`src/rtl/dmem_arbiter.sv`:
```
// Two-requester (CPU / debug) arbiter for a single-port data memory with 1-cycle read latency.
// Optional CPU stall-cycle counter enabled by defining DMEM_ARB_PERF_CNT_EN.
module dmem_arbiter #(
    parameter int ADDR_W = 32,
    parameter int DATA_W = 32
) (
    input  logic                  clk,
    input  logic                  reset,

    input  logic                  cpu_req,
    input  logic                  cpu_we,
    input  logic [ADDR_W-1:0]     cpu_addr,
    input  logic [DATA_W-1:0]     cpu_wdata,
    input  logic [DATA_W/8-1:0]   cpu_be,
    output logic                  cpu_ack,
    output logic                  cpu_stall,
    output logic [DATA_W-1:0]     cpu_rdata,

    input  logic                  dbg_req,
    input  logic                  dbg_we,
    input  logic [ADDR_W-1:0]     dbg_addr,
    input  logic [DATA_W-1:0]     dbg_wdata,
    input  logic [DATA_W/8-1:0]   dbg_be,
    output logic                  dbg_ack,
    output logic [DATA_W-1:0]     dbg_rdata,

    output logic                  mem_en,
    output logic                  mem_we,
    output logic [ADDR_W-1:0]     mem_addr,
    output logic [DATA_W-1:0]     mem_wdata,
    output logic [DATA_W/8-1:0]   mem_be,
    input  logic [DATA_W-1:0]     mem_rdata,

    output logic [15:0]           cpu_wait_cnt
);

    typedef enum logic [1:0] {
        IDLE    = 2'd0,
        CPU_RSP = 2'd1,
        DBG_RSP = 2'd2
    } stateT;

    stateT state;
    stateT nextState;
    logic  lastDbg;
    logic  grantCpu;
    logic  grantDbg;

    always_ff @(posedge clk or negedge reset) begin
        if (!reset) begin
            state <= IDLE;
        end else begin
            state <= nextState;
        end
    end

    // lastDbg=1 means debug was granted most recently, so the CPU wins the next tie.
    always_ff @(posedge clk or negedge reset) begin
        if (!reset) begin
            lastDbg <= 1'b1;
        end else if (grantCpu) begin
            lastDbg <= 1'b0;
        end else if (grantDbg) begin
            lastDbg <= 1'b1;
        end
    end

    // A requester in its own ack cycle is never re-issued; only the other side can be.
    always_comb begin
        grantCpu  = 1'b0;
        grantDbg  = 1'b0;
        nextState = IDLE;
        case (state)
            IDLE: begin
                if (cpu_req && (!dbg_req || lastDbg)) begin
                    grantCpu = 1'b1;
                end else if (dbg_req) begin
                    grantDbg = 1'b1;
                end
            end
            CPU_RSP: grantDbg = dbg_req;
            DBG_RSP: grantCpu = cpu_req;
            default: ;
        endcase
        if (!reset) begin
            grantCpu = 1'b0;
            grantDbg = 1'b0;
        end
        if (grantCpu) begin
            nextState = CPU_RSP;
        end else if (grantDbg) begin
            nextState = DBG_RSP;
        end
    end

    always_comb begin
        mem_en    = grantCpu | grantDbg;
        mem_we    = 1'b0;
        mem_addr  = '0;
        mem_wdata = '0;
        mem_be    = '0;
        if (grantCpu) begin
            mem_we    = cpu_we;
            mem_addr  = cpu_addr;
            mem_wdata = cpu_wdata;
            mem_be    = cpu_be;
        end else if (grantDbg) begin
            mem_we    = dbg_we;
            mem_addr  = dbg_addr;
            mem_wdata = dbg_wdata;
            mem_be    = dbg_be;
        end
        cpu_ack   = (state == CPU_RSP);
        dbg_ack   = (state == DBG_RSP);
        cpu_rdata = cpu_ack ? mem_rdata : '0;
        dbg_rdata = dbg_ack ? mem_rdata : '0;
        cpu_stall = cpu_req & ~cpu_ack;
    end

`ifdef DMEM_ARB_PERF_CNT_EN
    logic [15:0] waitCnt;

    always_ff @(posedge clk or negedge reset) begin
        if (!reset) begin
            waitCnt <= '0;
        end else if (cpu_stall && (waitCnt != 16'hFFFF)) begin
            waitCnt <= waitCnt + 16'd1;
        end
    end

    assign cpu_wait_cnt = waitCnt;
`else
    assign cpu_wait_cnt = '0;
`endif

endmodule
```
`config.mk`:
```
export PLATFORM = sky130hd
export DESIGN_NAME = dmem_arbiter
export DESIGN_NICKNAME = d
export VERILOG_FILES = /design/src/rtl/dmem_arbiter.sv
export SDC_FILE = /design/constraint.sdc
export NUM_CORES = 1
export LEC_CHECK = 0
export ABC_CLOCK_PERIOD_IN_PS = 1600
export BUFFER_PORTS_ARGS = -buffer_cell sky130_fd_sc_hd__buf_2
export CAP_MARGIN = 20
export CELL_PAD_IN_SITES_DETAIL_PLACEMENT = 1
export CELL_PAD_IN_SITES_GLOBAL_PLACEMENT = 2
export CORE_AREA = 2 2 127 129
export CTS_CLUSTER_DIAMETER = 150
export DETAILED_ROUTE_END_ITERATION = 8
export DIE_AREA = 0 0 129 131
export PLACE_DENSITY_LB_ADDON = 0.1
export SLEW_MARGIN = 5
export SYNTH_ARGS = -nofsm -noshare
export SYNTH_HDL_FRONTEND = slang
export SYNTH_SLANG_ARGS = --single-unit
```
`constraint.sdc`:
```
create_clock -name clk -period 1.6 [get_ports clk]
set_input_delay 0.32 -clock clk [delete_from_list [all_inputs] [get_ports clk]]
set_output_delay 0.32 -clock clk [all_outputs]
set_load 0.005 [all_outputs]
```
==> impl_metrics.json, run 1 <==
{
  "syn-cell-area_um2": 1430,
  "placed_area_um2": 3210,
  "slew_violations": 0,
  "area_delta_synth_final_pct": 162,
  "yosysTopAreaCellShare": 0.423,
  "rsz0062_at_grt": "yes",
  "final_antenna_net_count": 0,
  "ios": 327,
  "combPwrFrac": 0.684,
  "outcome": "finished with violations",
  "p_per_area_nw_per_um2": 418,
  "ys.warnings.count": 0,
  "min_period_ns": 1.93,
  "max_stage_delay_ns": 0.39,
  "tritoncts": "yes",
  "coreArea_um2": 15600,
  "hold_ws_ns": 0.0314,
  "dieArea_um2": 16900,
  "nNetsFinal": 683,
  "crit_chain": "nand3b_1 -> a21oi_4 -> buf_12 -> clkbuf_16 -> a22o_1 -> buf_2",
  "final_util": 0.240,
  "finClkSkew_ns": 0.000571,
  "crit_required_ns": 1.28,
  "initial_core_util": 0.0915,
  "start_kind": "register",
  "grt_util_all_layers": 0.109,
  "final_cell_area_um2": 3750,
  "synth_seq_area_share": 0.0535,
  "topRoutingLayerUsed": "met4",
  "gp_congestion": 0.744,
  "syn_inst": 185,
  "wl_met3_um": 1080,
  "drt_iter0_drc": 32,
  "grt_pass1_vias": 2548,
  "switchingPower_mw": 0.513,
  "timing.final.ws_setup_ns": -0.327,
  "maxCapViolCount": 0,
  "power.share.clock": 0.255,
  "port-buffer-count": 310,
  "dp_hpwl_um": 8640,
  "cts_sinks": 3,
  "dr.pass1.iters": 4,
  "setup_viol": 137,
  "clockBufferDepth": 2,
  "dr_wl_met2_um": 6830,
  "crit_family": "buffers and inverters",
  "root_buffer": "clkbuf_16",
  "max_freq_mhz": 519,
  "crit_path_end_kind": "output pin",
  "ir_drop_uv": 241,
  "via_per_inst": 3.73,
  "crit_path_top_delay_cell": "dfrtp_1",
  "drc": 0,
  "power_mw": 1.57,
  "die_h_um": 131,
  "clock_latency_ns": 0.22,
  "seqPwrFrac": 0.061,
  "rrSetupSlack_ns": 0.20,
  "die_w_um": 129,
  "path_max_fanout": 15,
  "drive_above_1_share": 0.707,
  "antenna-diode-count": 0,
  "leakagePower_nw": 2.28,
  "syn_avg_cell_area_um2": 7.72,
  "wl_met1_um": 3440,
  "wl_um": 11400,
  "critical_path_buf_inv_count": 3,
  "grt_overflow_total": 0,
  "ys_ff_latch": 3,
  "finalHoldViolations": 0,
  "grt_max_degree": 42,
  "swShare": 0.327,
  "tns_ns": -37.61,
  "finalCritPeriodShare": 1.20,
  "synth_area_leader_cell": "a22o_1",
  "post_drt_wl_per_cell_um": 15.8,
  "cts.reportedPaths.clkPinSlew_ns": 0.03,
  "dr_total_vias": 2702,
  "htreeDepth": 1,
  "antenna_found_initial": 0,
  "cts_made_buffers": 3,
  "hp-class": "in2async",
  "grt_pass1_wl_um": 14100,
  "setup.worst_path.class": "reg2out",
  "critPathArrivalTime_ns": 1.61,
  "rows": 46,
  "ys_types": 18,
  "violations": "setup timing",
  "p_int_mw": 1.05,
  "filler_cell_count": 1944,
  "synthTopCellsByArea": "a22o_1 42%, and2_1 28%, buf_4 8.4%"
}
==> per-layer routing <==
| metal | vias up | track usage |
|---|---|---|
| li1 | 1294 | - |
| met4 | 0 | 0.0262 |
| met2 | 179 | 0.245 |
| met5 | - | 0 |
| met1 | 1225 | 0.0886 |
| met3 | 4 | 0.0314 |
==> cell usage in the layout (no fill, tap or decap) <==
cell type / n
nor2b_1: 1
dfstp_2: 1
buf_6: 7
buf_8: 2
buf_2: 306
a21oi_4: 1
clkbuf_1: 1
and2_1: 55
inv_1: 1
nor2b_4: 3
buf_12: 8
a22o_1: 69
buf_4: 8
or2_1: 1
buf_16: 4
dfrtp_1: 2
conb_1: 16
and2_4: 9
clkbuf_16: 9
nand2_1: 1
a21o_1: 1
nand3b_1: 1
o311a_4: 1
==> cells in the mapped netlist <==
| master | number |
|---|---|
| dfrtp_1 | 2 |
| nand3b_1 | 1 |
| buf_2 | 7 |
| and2_1 | 64 |
| a21oi_2 | 1 |
| or2_1 | 1 |
| nand2_1 | 1 |
| a22o_1 | 69 |
| buf_4 | 16 |
| clkbuf_1 | 6 |
| conb_1 | 1 |
| dfstp_2 | 1 |
| o311a_1 | 1 |
| a21o_1 | 1 |
| inv_1 | 1 |
| nor2b_1 | 3 |
| buf_6 | 8 |
| nor2b_2 | 1 |
==> cell type report <==
type                       count  area (µm²)  share of cell area
clock buffer                   4        78.8              0.0210
timing repair buffer         341        2120               0.566
sequential                     3        76.3              0.0204
inverter                       1        3.75             0.00100
tap                          216         270              0.0721
multi-input combinational    159        1200               0.320
==> per-stage QoR <==
stage	std cells	worst slack, ns
finish	724	-0.327
detailed placement	700	-0.207
global route	724	-0.390
CTS	712	-0.333
floorplan	200	0.0601
global placement	700	-0.190
==> final timing paths <==
| path | from | endpoint | depth (start not counted) |
|---|---|---|---|
| max | state[1]$_DFF_PN0_ | mem_addr[16] | 6 |
| min | reset | state[0]$_DFF_PN0_ | 2 |
| max reg2reg | state[1]$_DFF_PN0_ | lastDbg$_DFFE_PN1P_ | 6 |
| min reg2reg | state[0]$_DFF_PN0_ | lastDbg$_DFFE_PN1P_ | 3 |
| max in group asynchronous | reset | lastDbg$_DFFE_PN1P_ | 2 |
| min in group clk | cpu_req | lastDbg$_DFFE_PN1P_ | 4 |
==> worst reg2reg max path: stages, from the launching register on <==
cell,delay (ns)
dfrtp_1,0.39
nand3b_1,0.20
a21oi_4,0.20
buf_12,0.17
clkbuf_16,0.18
buf_4,0.13
a21o_1,0.08
==> timing repair <==
item,CTS,global route
endpoints found under the setup margin,135,137
resized for setup,11,16
buffers inserted,5,6
cloned,4,7
pin swaps,2,0
hold buffers,0,0
==> cells by family after synthesis <==
logic type             share of synthesized area
AO/OA/AOI/OAI                              0.442
buffers and inverters                      0.190
flip-flops                                0.0535
other                                    0.00263
AND/OR/NAND/NOR                            0.312
==> registers in the layout, indices dropped and copies added (netlist names) <==
register,flops
lastDbg,1
state,2
==> power by group through the flow <==
stage	sequential [mW]	clock (mW)	combinational, mW
5_1_grt	0.0965	0.416	1.17
2_1_floorplan	0.0955	0	0.393
6_report	0.0957	0.399	1.07
3_3_place_gp	0.0959	0	0.894
4_1_cts	0.0962	0.407	0.985
3_5_place_dp	0.0957	0	0.894
Note: power is estimated with default switching activity, not from simulation.
==> inputs of run 2 (changes only) <==
--- a/config.mk
+++ b/config.mk
@@ -8,11 +8,11 @@
 export ABC_CLOCK_PERIOD_IN_PS = 1600
 export BUFFER_PORTS_ARGS = -buffer_cell sky130_fd_sc_hd__buf_2
-export CAP_MARGIN = 20
+export CAP_MARGIN = 0
 export CELL_PAD_IN_SITES_DETAIL_PLACEMENT = 1
 export CELL_PAD_IN_SITES_GLOBAL_PLACEMENT = 2
-export CORE_AREA = 2 2 127 129
+export CORE_MARGIN = 4
+export CORE_UTILIZATION = 10
 export CTS_CLUSTER_DIAMETER = 150
 export DETAILED_ROUTE_END_ITERATION = 8
-export DIE_AREA = 0 0 129 131
 export PLACE_DENSITY_LB_ADDON = 0.1
 export SLEW_MARGIN = 5
==> constraint.sdc (replaced) <==
create_clock -name clk -period 1.6 [get_ports clk]
set_input_delay 0.08 -clock clk [delete_from_list [all_inputs] [get_ports clk]]
set_output_delay 0.08 -clock clk [all_outputs]
set_load 0.005 [all_outputs]
==> run 2 against run 1 <==
Compared with the run above: the flow still finishes with violations (setup timing); count of clock-buffer cells in the layout is the same; wire length grew 0.84%; global-route usage grew 0.86 points; sequential share of layout area grew 0.21 points; final cell count shrank 6.4%; non-clock buffer count shrank 12; critical endpoint is now mem_addr[8].
==> impl_metrics.json, run 2 (synthesized netlist as in run 1, its figures left out) <==
{
  "grt_max_degree": 38,
  "drc": 0,
  "ios": 327,
  "grt_overflow_total": 0,
  "area_delta_synth_final_pct": 141,
  "grt_pass1_wl_um": 15200,
  "largest_reg_flops": 2,
  "crit_family": "compound AO/OA/AOI/OAI gates",
  "dr.pass1.iters": 3,
  "layoutNonFillerInstCount": 678,
  "root_buffer": "clkbuf_16",
  "max_stage_delay_ns": 0.46,
  "final_cell_mix": "309 x buf_2, 69 x a22o_1, 64 x and2_1",
  "p_int_mw": 0.968,
  "grt_util_all_layers": 0.117,
  "seqPwrFrac": 0.070,
  "dp_hpwl_um": 9210,
  "start_kind": "register",
  "finClkSkew_ns": 0.00177,
  "whs_path_depth": 3,
  "r2r-end": "lastDbg$_DFFE_PN1P_",
  "drive_above_1_share": 0.681,
  "holdPathEnd": "lastDbg$_DFFE_PN1P_",
  "final_common_cell": "buf_2",
  "antenna_found_initial": 5,
  "cts_made_buffers": 3,
  "rr_startpoint": "state[1]$_DFF_PN0_",
  "dieArea_um2": 16300,
  "initial_core_util": 0.102,
  "dpl.cell_count": 659,
  "crit_path_end_kind": "output pin",
  "setup.worst_path.class": "reg2out",
  "leakagePower_nw": 2.16,
  "timing.final.ws_setup_ns": -0.120,
  "reg2reg_depth": 6,
  "min_period_ns": 1.72,
  "die_w_um": 127,
  "post_drt_wl_per_cell_um": 17.0,
  "combPwrFrac": 0.658,
  "finalCritPeriodShare": 1.08,
  "clock_latency_ns": 0.22,
  "tns_ns": -6.88,
  "crit_required_ns": 1.52,
  "p_per_area_nw_per_um2": 422,
  "cp_num_cells": 4,
  "switchingPower_mw": 0.485,
  "cts_sinks": 3,
  "drt_iter0_drc": 44,
  "via_per_inst": 3.92,
  "grt_pass1_vias": 2769,
  "rsz0062_at_grt": "yes",
  "critPathArrivalTime_ns": 1.64,
  "reg.largest.list": "state x2, lastDbg x1",
  "critical_path_buf_inv_count": 2,
  "outcome": "finished with violations",
  "slew_violations": 0,
  "violations": "setup timing",
  "crit_chain": "o311a_4 -> clkbuf_16 -> a22o_1 -> buf_2",
  "crit_path_top_delay_cell": "o311a_4",
  "filler_cell_count": 1793,
  "rows": 43,
  "cts.reportedPaths.clkPinSlew_ns": 0.03,
  "htreeDepth": 1,
  "final_antenna_net_count": 0,
  "ff_latch_area_um2": 77.6,
  "maxCapViolCount": 0,
  "dp_worst_setup_slack_ns": 0.0478,
  "port-buffer-count": 310,
  "swShare": 0.334,
  "power.share.clock": 0.271,
  "dr_total_vias": 2658,
  "wl_um": 11500,
  "clockBufferDepth": 2,
  "largest_register": "state",
  "die_h_um": 127,
  "max_freq_mhz": 581,
  "hp-class": "in2reg",
  "multi_input_area_um2": 1160,
  "nNetsFinal": 671,
  "gp_congestion": 0.754,
  "tritoncts": "yes",
  "path_max_fanout": 18,
  "ir_drop_uv": 255,
  "hold_start": "reset",
  "finalHoldViolations": 0,
  "coreArea_um2": 13900,
  "rrSetupSlack_ns": 0.19,
  "setup_viol": 70
}
run 2: cell types whose count changed in the layout (fill, tap and decap cells not counted), moves of 2 or more:
cell,change
buf_2,+3
and2_4,-9
buf_4,-4
nor2b_4,-2
buf_12,-2
buf_6,-4
buf_8,-2
nor2b_2,+2
diode_2,+2
and2_1,+9
buf_16,-4
run 2: cell type report:
class | count | share of cell area
diodes | 2 | 0.00145
clock buffers | 4 | 0.0229
inverters | 1 | 0.00109
multi-input cells | 159 | 0.338
flip-flops and latches | 3 | 0.0225
well taps | 180 | 0.0654
repair buffers | 329 | 0.549
run 2: worst max path at each step:
stage | start | end | slack, ns
after global placement | state[1]$_DFF_PN0_ | mem_wdata[30] | 0.08
final | lastDbg$_DFFE_PN1P_ | mem_addr[8] | -0.12
after CTS | state[1]$_DFF_PN0_ | mem_wdata[30] | -0.13
after floorplan | state[1]$_DFF_PN0_ | mem_addr[0] | 0.30
after detailed placement | state[1]$_DFF_PN0_ | mem_wdata[30] | 0.05
after global routing | state[1]$_DFF_PN0_ | mem_wdata[11] | -0.18
run 2: power by group through the flow:
stage | Combinational (mW) | Sequential, mW | Clock [mW]
floorplan | 0.393 | 0.0955 | 0
global placement | 0.871 | 0.0999 | 0
CTS | 0.890 | 0.101 | 0.399
finish | 0.957 | 0.102 | 0.395
detailed placement | 0.876 | 0.101 | 0
global route | 1.06 | 0.103 | 0.409
run 2: what timing repair did:
action,4_1_cts,5_1_grt
setup buffers,1,3
cloned,0,8
resized for setup,3,1
hold endpoints to repair,3,0
pin swaps,0,2
setup endpoints to repair,70,70
hold buffers,1,0
run 2: worst min-delay path, cell delays in order:
cell	delay, ns
buf_2	0.13
nand2_1	0.06
a21o_1	0.10
run 2: metrics by stage:
stage	power, mW	instance area [µm²]	util	hold WS, ns
after floorplan	0.488	1480	-	-0.216
after global placement	0.970	3110	0.223	-0.102
after detailed placement	0.977	3110	0.223	-0.101
after CTS	1.39	3230	0.232	0.195
after global routing	1.57	3450	0.247	0.207
final	1.45	3450	0.247	0.188
run 2: per-layer routing:
metal / routed length (µm) / track usage / up-vias
li1: - / - / 1275
met1: 3450 / 0.101 / 1194
met2: 6620 / 0.250 / 173
met3: 1360 / 0.0460 / 10
met4: 71 / 0.0189 / 6
met5: 34 / 0 / -
==> inputs of run 3 (changes only) <==
--- a/config.mk
+++ b/config.mk
@@ -16,4 +16,5 @@
 export DETAILED_ROUTE_END_ITERATION = 8
 export PLACE_DENSITY_LB_ADDON = 0.1
+export SETUP_SLACK_MARGIN = 0.15
 export SLEW_MARGIN = 5
 export SYNTH_ARGS = -nofsm -noshare
==> constraint.sdc (replaced) <==
create_clock -name clk -period 1.6 [get_ports clk]
set_input_delay 0.08 -clock clk [delete_from_list [all_inputs] [get_ports clk]]
set_output_delay 0.08 -clock clk [all_outputs]
set_load 0.01 [all_outputs]
==> run 3 against run 2 <==
Compared with the run above: the run still ends with setup timing left; sequential power hardly changed; via count is 1.2% lower; first-iteration DRC count is 23% lower; critical path depth is 2 higher; hold slack worse by 0.0062 ns; global-route usage is 0.29 points lower; non-clock buffer count is 6 lower; register-to-register slack better by 0.14 ns; setup slack better by 0.024 ns; wire length is 5.0% lower; largest cell class unchanged.
==> impl_metrics.json, run 3 (synthesized netlist as in run 1, its figures left out) <==
{
  "outcome": "finished with violations",
  "violations": "setup timing",
  "path_max_fanout": 17,
  "tritoncts": "yes",
  "reg.largest.list": "state x2, lastDbg x1",
  "largest_reg_flops": 2,
  "nNetsFinal": 665,
  "timing.final.ws_setup_ns": -0.0965,
  "grt_pass1_vias": 2697,
  "dpl.cell_count": 659,
  "crit_start": "state[1]$_DFF_PN0_",
  "via_per_inst": 3.91,
  "grt_overflow_total": 0,
  "dp_hpwl_um": 9190,
  "gp_congestion": 0.757,
  "power.share.clock": 0.256,
  "drt_iter0_drc": 34,
  "ios": 327,
  "hp-class": "in2reg",
  "swShare": 0.368,
  "clockBufferDepth": 2,
  "slew_violations": 0,
  "cts_sinks": 3,
  "dr.pass1.iters": 4,
  "rows": 43,
  "dr_wl_met2_um": 6330,
  "clock_latency_ns": 0.23,
  "drc": 0,
  "final_cell_area_um2": 3500,
  "maxCapViolCount": 0,
  "start_kind": "register",
  "area_delta_synth_final_pct": 145,
  "hold_ws_ns": 0.182,
  "p_int_mw": 0.996,
  "final_cell_mix": "283 x buf_2, 69 x a22o_1, 57 x and2_1",
  "coreArea_um2": 13900,
  "largest_register": "state",
  "seqPwrFrac": 0.064,
  "wl_met3_um": 1350,
  "leakagePower_nw": 2.14,
  "initial_core_util": 0.102,
  "max_freq_mhz": 589,
  "setup.worst_path.class": "reg2out",
  "port-buffer-count": 310,
  "die_h_um": 127,
  "final_antenna_net_count": 0,
  "cts_made_buffers": 3,
  "rr_startpoint": "state[1]$_DFF_PN0_",
  "layoutNonFillerInstCount": 672,
  "p_per_area_nw_per_um2": 451,
  "grt_pass1_wl_um": 14700,
  "rsz0062_at_grt": "yes",
  "grt_util_all_layers": 0.114,
  "post_drt_wl_per_cell_um": 16.3,
  "drive_above_1_share": 0.690,
  "power_mw": 1.58,
  "crit_required_ns": 1.52,
  "critPathArrivalTime_ns": 1.62,
  "wl_um": 10900,
  "dp_worst_setup_slack_ns": 0.0457,
  "grt_max_degree": 39,
  "combPwrFrac": 0.681,
  "dieArea_um2": 16300,
  "final_common_cell": "buf_2",
  "placed_area_um2": 3130,
  "root_buffer": "clkbuf_16",
  "tns_ns": -4.55,
  "topRoutingLayerUsed": "met5",
  "wl_met1_um": 3070,
  "switchingPower_mw": 0.581,
  "min_period_ns": 1.70,
  "htreeDepth": 1,
  "finalCritPeriodShare": 1.06,
  "setup_viol": 70,
  "crit_path_end_kind": "output pin",
  "ir_drop_uv": 249,
  "final_util": 0.251,
  "finClkSkew_ns": 0.00228,
  "die_w_um": 127,
  "cts.reportedPaths.clkPinSlew_ns": 0.03,
  "dr_total_vias": 2625,
  "finalHoldViolations": 0,
  "hold_start": "reset",
  "antenna_found_initial": 4
}
run 3: worst paths after layout:
kind	slack, ns	cells after the start	end
worst min register to register	0.55	1	lastDbg$_DFFE_PN1P_
min in group asynchronous	0.26	2	state[0]$_DFF_PN0_
max in group asynchronous	1.11	2	lastDbg$_DFFE_PN1P_
worst max-delay path	-0.1	6	mem_wdata[30]
worst max register to register	0.33	5	lastDbg$_DFFE_PN1P_
worst min-delay path	0.18	3	lastDbg$_DFFE_PN1P_
run 3: repair_timing:
action,CTS,global route
cloned,0,2
buffers inserted,0,4
pin swaps,1,1
hold buffers,1,0
endpoints found under the hold margin,3,0
resized for setup,24,20
setup endpoints to repair,70,86
run 3: routing by layer:
layer / vias up / global-route usage
met5: - / 0
met4: 4 / 0.0322
met3: 12 / 0.0485
met2: 179 / 0.247
met1: 1170 / 0.0888
li1: 1260 / -
run 3: critical path, cell delays in order (launching register included):
cell,delay [ns]
dfrtp_1,0.39
nand3b_1,0.21
a21oi_4,0.19
buf_4,0.15
buf_12,0.14
a22o_1,0.16
buf_2,0.14
run 3: layout make-up:
class	count	area [µm²]
fill	1759	10400
antenna	2	5.00
timing repair buffer	323	1920
inverter	1	3.75
sequential	3	76.3
tap	180	225
multi-input combinational	159	1190
clock buffer	4	78.8
run 3: power groups by stage:
stage               Clock, mW  Combinational, mW  Sequential (mW)
floorplan                   0              0.491           0.0955
global placement            0              0.975           0.0998
detailed placement          0              0.981            0.101
CTS                     0.417               1.04            0.102
global route            0.420               1.17            0.102
finish                  0.403               1.07            0.101
